`src/rtl/bus_pkg.sv`:
```
// Shared types and constants for the 64-bit system bus: arbiter state encoding,
// bus widths, default slave windows and the owner-to-slave request payload.
package bus_pkg;

    localparam int unsigned ADDR_W = 16;
    localparam int unsigned DATA_W = 64;
    localparam int unsigned OFF_W  = 8;
    localparam int unsigned PAGE_W = ADDR_W - OFF_W;

    localparam logic [ADDR_W-1:0] S0_BASE_DEF = 16'h0000;
    localparam logic [ADDR_W-1:0] S1_BASE_DEF = 16'h0100;

    typedef enum logic [1:0] {
        IDLE = 2'd0,
        GNT0 = 2'd1,
        GNT1 = 2'd2
    } arb_state_t;

    // Request the current owner presents to the shared slave port
    typedef struct packed {
        logic              wr;
        logic [ADDR_W-1:0] addr;
        logic [DATA_W-1:0] data;
    } bus_req_t;

endpackage

```
`src/rtl/bus_addr_dec.sv`:
```
// Slave window decode: compares the upper address byte against each slave page.
// Shared with the single-master bus hookup.
module bus_addr_dec
    import bus_pkg::*;
#(
    parameter logic [PAGE_W-1:0] S0_PAGE = S0_BASE_DEF[ADDR_W-1:OFF_W],
    parameter logic [PAGE_W-1:0] S1_PAGE = S1_BASE_DEF[ADDR_W-1:OFF_W]
) (
    input  logic              en,
    input  logic [PAGE_W-1:0] page,
    output logic              s0_sel_c,
    output logic              s1_sel_c
);

    always_comb begin
        s0_sel_c = 1'b0;
        s1_sel_c = 1'b0;
        if (en) begin
            s0_sel_c = (page == S0_PAGE);
            s1_sel_c = (page == S1_PAGE) && (page != S0_PAGE);
        end
    end

endmodule

```
`src/rtl/bus_arbiter_2m.sv`:
```
// Two-master round-robin arbiter with bounded hold time, owner mux onto the
// shared slave port and slave select / read-data return.
module bus_arbiter_2m
    import bus_pkg::*;
#(
    parameter int unsigned       MAX_HOLD = 8,
    parameter logic [ADDR_W-1:0] S0_BASE  = S0_BASE_DEF,
    parameter logic [ADDR_W-1:0] S1_BASE  = S1_BASE_DEF
) (
    input  logic              clk,
    input  logic              reset,
    input  logic              m0_req,
    input  logic              m0_wr,
    input  logic [ADDR_W-1:0] m0_addr,
    input  logic [DATA_W-1:0] m0_dout,
    input  logic              m1_req,
    input  logic              m1_wr,
    input  logic [ADDR_W-1:0] m1_addr,
    input  logic [DATA_W-1:0] m1_dout,
    output logic              m0_grant,
    output logic              m1_grant,
    output logic [DATA_W-1:0] m_din,
    output logic [ADDR_W-1:0] s_addr,
    output logic              s_wr,
    output logic [DATA_W-1:0] s_din,
    output logic              s0_sel,
    output logic              s1_sel,
    input  logic [DATA_W-1:0] s0_dout,
    input  logic [DATA_W-1:0] s1_dout
);

    // Counter holds 0..MAX_HOLD-1; with MAX_HOLD==0 it never leaves 0
    localparam int unsigned HOLD_W   = (MAX_HOLD > 2) ? $clog2(MAX_HOLD) : 1;
    localparam int unsigned HOLD_LIM = (MAX_HOLD == 0) ? 0 : MAX_HOLD - 1;

    arb_state_t        state, state_nxt;
    logic [HOLD_W-1:0] hold_cnt, hold_nxt;
    logic              last, last_nxt;
    logic              hold_at_lim;
    logic              hold_force;
    logic              other_req;
    bus_req_t          owner;
    logic              owner_act;
    logic              in_window;

    assign hold_at_lim = (hold_cnt == HOLD_W'(HOLD_LIM));
    assign hold_force  = (MAX_HOLD != 0) && hold_at_lim;
    assign other_req   = ((state == GNT0) && m1_req) || ((state == GNT1) && m0_req);

    // Next state, hold counter and round-robin pointer
    always_comb begin
        state_nxt = state;
        hold_nxt  = '0;
        last_nxt  = last;

        case (state)
            IDLE: begin
                if (m0_req && m1_req)
                    state_nxt = last ? GNT0 : GNT1;
                else if (m0_req)
                    state_nxt = GNT0;
                else if (m1_req)
                    state_nxt = GNT1;
            end
            GNT0: begin
                if (!m0_req)
                    state_nxt = m1_req ? GNT1 : IDLE;
                else if (hold_force && m1_req)
                    state_nxt = GNT1;
            end
            GNT1: begin
                if (!m1_req)
                    state_nxt = m0_req ? GNT0 : IDLE;
                else if (hold_force && m0_req)
                    state_nxt = GNT0;
            end
            default: state_nxt = IDLE;
        endcase

        if (state_nxt == state && other_req)
            hold_nxt = hold_at_lim ? hold_cnt : hold_cnt + HOLD_W'(1);

        if (state_nxt != state) begin
            if (state_nxt == GNT0)
                last_nxt = 1'b0;
            else if (state_nxt == GNT1)
                last_nxt = 1'b1;
        end
    end

    always_ff @(posedge clk or posedge reset) begin
        if (reset) begin
            state    <= IDLE;
            hold_cnt <= '0;
            last     <= 1'b1;
            m0_grant <= 1'b0;
            m1_grant <= 1'b0;
        end else begin
            state    <= state_nxt;
            hold_cnt <= hold_nxt;
            last     <= last_nxt;
            m0_grant <= (state_nxt == GNT0);
            m1_grant <= (state_nxt == GNT1);
        end
    end

    // Owner request mux; idle bus is all zeros
    always_comb begin
        owner = '0;
        case (state)
            GNT0:    owner = '{wr: m0_wr, addr: m0_addr, data: m0_dout};
            GNT1:    owner = '{wr: m1_wr, addr: m1_addr, data: m1_dout};
            default: owner = '0;
        endcase
    end

    assign owner_act = (state == GNT0) || (state == GNT1);

    bus_addr_dec #(
        .S0_PAGE (S0_BASE[ADDR_W-1:OFF_W]),
        .S1_PAGE (S1_BASE[ADDR_W-1:OFF_W])
    ) u_dec (
        .en       (owner_act),
        .page     (owner.addr[ADDR_W-1:OFF_W]),
        .s0_sel_c (s0_sel),
        .s1_sel_c (s1_sel)
    );

    // Writes outside both windows are dropped
    assign in_window = s0_sel || s1_sel;
    assign s_addr    = owner.addr;
    assign s_din     = owner.data;
    assign s_wr      = owner.wr && in_window;

    always_comb begin
        m_din = '0;
        if (s0_sel)
            m_din = s0_dout;
        else if (s1_sel)
            m_din = s1_dout;
    end

endmodule

```
`config.mk`:
```
export PLATFORM = sky130hd
export DESIGN_NAME = bus_arbiter_2m
export DESIGN_NICKNAME = d
export VERILOG_FILES = /design/src/rtl/bus_pkg.sv /design/src/rtl/bus_addr_dec.sv /design/src/rtl/bus_arbiter_2m.sv
export SDC_FILE = /design/constraint.sdc
export NUM_CORES = 1
export LEC_CHECK = 0
export BUFFER_PORTS_ARGS = -buffer_cell sky130_fd_sc_hd__buf_2
export CAP_MARGIN = 25
export CORE_AREA = 8 8 168 170
export DETAILED_ROUTE_END_ITERATION = 10
export DIE_AREA = 0 0 176 178
export SLEW_MARGIN = 25
export SYNTH_ARGS = -nofsm -noshare
export SYNTH_HDL_FRONTEND = slang
export SYNTH_SLANG_ARGS = --single-unit
```
`constraint.sdc`:
```
create_clock -name clk -period 4.4 [get_ports clk]
set_input_delay 1.1 -clock clk [delete_from_list [all_inputs] [get_ports clk]]
set_output_delay 1.1 -clock clk [all_outputs]
set_load 0.01 [all_outputs]
```
==> results.ini <==
[floorplanning]
coreArea_um2=25600
dieArea_um2=31300
start_util=0.105
die_x_um=176
die_h_um=178
rows=59
ios=443

[clock_tree]
cts_htree_levels=1
cts_made_buffers=3
cts_sinks=8
clk-insertion-delay-late_ns=0.23
cts_root_buffer=clkbuf_16
clock_path_buffers=2
post_cts_resized=0
ctsHoldBuffers=0
clk_pin_slew_worst_paths_ns=0.04
cts_tree=built
cts_setup_buffers=0

[synthesis]
netlist_area_um2=2680
ys_warn_count=0
synth_cell_types=31
synthTopCellsByCount=nand2_1 (140), nor2_1 (86), a22oi_1 (80)
synthMuxAreaShare=0.0112
synth_simple_gate_area_frac=0.336
synth.most_common_cell=nand2_1
synth_cells=478
synth_top_family_by_area=compound AO/OA/AOI/OAI gates
ys_seq_area_frac=0.0752
syn_nets=780
synth.avg_cell_area_um2=5.60
synth_compound_area_frac=0.438
yosysTopAreaCellShare=0.224
synth-xor-area-share=0.00327
synth_edf_count=0
async_flop_share=1.00
yosys.area.top_type=a22oi_1
synth.area.top_cells=a22oi_1 (22%), nand2_1 (20%), nor2_1 (12%), a21oi_2 (9.8%), a21oi_1 (7.1%)
ys_ff_latch=8
synthFlopType=dfrtp_1
synth_fa_ha_area_frac=0.0374

[hold_path]
hold_class=reg -> reg
whs_path_depth=2

[sta]
timing.final.crit_share=0.959
worst_pin_slew_ns=0.776
fin_crit_ns=4.22
hold_ws_ns=0.484
maxSlewHeadroom=0.483
finalSetupViolations=0
rsz0062_at_grt=no
clock_skew_ns=0.00302
max_freq_mhz=237
drv_slew=0
setup_tns_ns=0
hold_viol_final=0

[final_layout]
area_delta_synth_final_pct=96.4
final_cell_area_um2=5260
layout-drive-gt1-share=0.557
nFillCells=2978
final_util=0.205
nets=1184
finalNonFillerCells=1217

[job]
drv_cap=0

[critical_path]
arrival_ns=3.12
cp.required_ns=3.30
cp-start-kind=primary input
slowest_stage=or4_2
cp_max_fo=67
cpPeakStageDelay_ns=0.61
critPathKind=in -> out
cpMostUsedCell=buf_2
cp_num_cells=7
path_cells=buf_2 > a22oi_1 > a31oi_1 > or4_2 > buf_12 > nor3_1 > buf_2
cp-end-kind=primary output
cp_num_buf_inv=3
crit_family=simple AND/OR/NAND/NOR gates
reg2regPathDepth=10

[grt]
grt_pass1_wl_um=29600
track_usage=0.120
overflow=0
grt_start_max_net_pins=77
antenna_found_initial=2
grt_pass1_vias=5031

[pwr]
power.share.sequential=0.040
power.density_nw_per_um2=583
p_sw_w=0.00189
cellLeakagePower_nw=2.98
peakVddDrop_mv=0.530
p_clk_frac=0.051
combPwrFrac=0.908
p_int_w=0.00118
swShare=0.616

[detailed_routing]
top_layer_used=met5
drt-initial-drc-count=158
wl_met2_um=10400
drt_first_pass_iters=5
wire_per_inst_um=17.4
vias=5058
wl_met3_um=2270
ant_nets=0
drt-total-wl_um=21200
avgViaCountPerCell=4.16
wl_met1_um=8280
drc=0

[placed_design]
dp_hpwl_um=18700
place_congestion=0.869
placedCellCount=1212
place_area_um2=5180
port_buffers=442

[outcome]
status=finished clean

-- state kept, by name (all words and copies together) (netlist names) --
signal,cells
m1_grant,1
state,2
last,1
m0_grant,1
hold_cnt,3
-- per-stage QoR --
step,power [W],worst slack [ns]
after floorplan,0.00185,0.860
after global placement,0.00293,0.268
after detailed placement,0.00295,0.253
after CTS,0.00310,0.246
after global routing,0.00335,0.0654
final,0.00307,0.180
-- final cells by class --
type / instances / area, µm² / area share
Clock buffer: 4 / 78.8 / 0.0150
Sequential cell: 8 / 201 / 0.0383
Timing Repair Buffer: 449 / 2300 / 0.438
Multi-Input combinational cell: 411 / 2220 / 0.423
Antenna cell: 1 / 2.50 / 0.000476
Tap cell: 335 / 419 / 0.0797
Inverter: 9 / 33.8 / 0.00642
-- final timing paths --
check	from	slack (ns)	end
setup / recovery	m0_addr[10]	0.18	s_wr
hold / removal	last	0.48	last
setup reg to reg	state[0]	1.35	last
hold reg to reg	last	0.48	last
max in group asynchronous	reset	3.30	last
min in group asynchronous	reset	0.81	m0_grant
-- worst register-to-register path: cells and delay by family (launching register included) --
kind                     cells  cell delay [ns]
AO/OA/AOI/OAI                4             0.73
adder cells (fa/ha/maj)      2             0.68
buffers and inverters        2             0.79
flip-flops                   1             0.46
multiplexers                 1             0.16
AND/OR/NAND/NOR              1             0.16
-- layer usage --
layer	GRT usage	vias to the layer above
li1	-	2455
met2	0.215	337
met5	0	-
met4	0.0162	2
met3	0.0354	12
met1	0.142	2252
-- power by group through the flow --
stage / registers, W / logic [W] / clock network, W
after floorplan: 0.000122 / 0.00173 / 0
after global placement: 0.000125 / 0.00280 / 0
after detailed placement: 0.000125 / 0.00283 / 0
after CTS: 0.000124 / 0.00282 / 0.000160
after global routing: 0.000128 / 0.00306 / 0.000166
final: 0.000124 / 0.00279 / 0.000157
-- cell usage in the layout (no fill, tap or decap), types with 2 or more instances in the layout --
master,netlist,final
mux2i_1,3,3
ha_1,8,6
nor2_1,86,86
dfrtp_1,7,7
clkbuf_16,0,3
ha_2,0,2
a21oi_1,38,38
o21ai_0,4,4
a21oi_2,30,30
a31oi_1,2,2
a22oi_2,1,2
a22oi_1,80,79
buf_12,0,3
buf_4,0,4
inv_1,8,8
o21bai_1,2,2
nand3_1,4,4
nor2b_1,2,2
nand2_1,140,140
buf_2,0,442
-- kinds of logic (layout without fill, tap and decap cells) --
| group | count (synthesis) | after routing |
|---|---|---|
| simple gates | 235 | 235 |
| other cells | 0 | 1 |
| xor+xnor | 1 | 1 |
| fa+ha+maj | 8 | 8 |
| flops | 8 | 8 |
| compound gates | 164 | 164 |
| buf+inv | 59 | 462 |
| mux | 3 | 3 |
No activity file was read; power rests on OpenSTA's default activity.
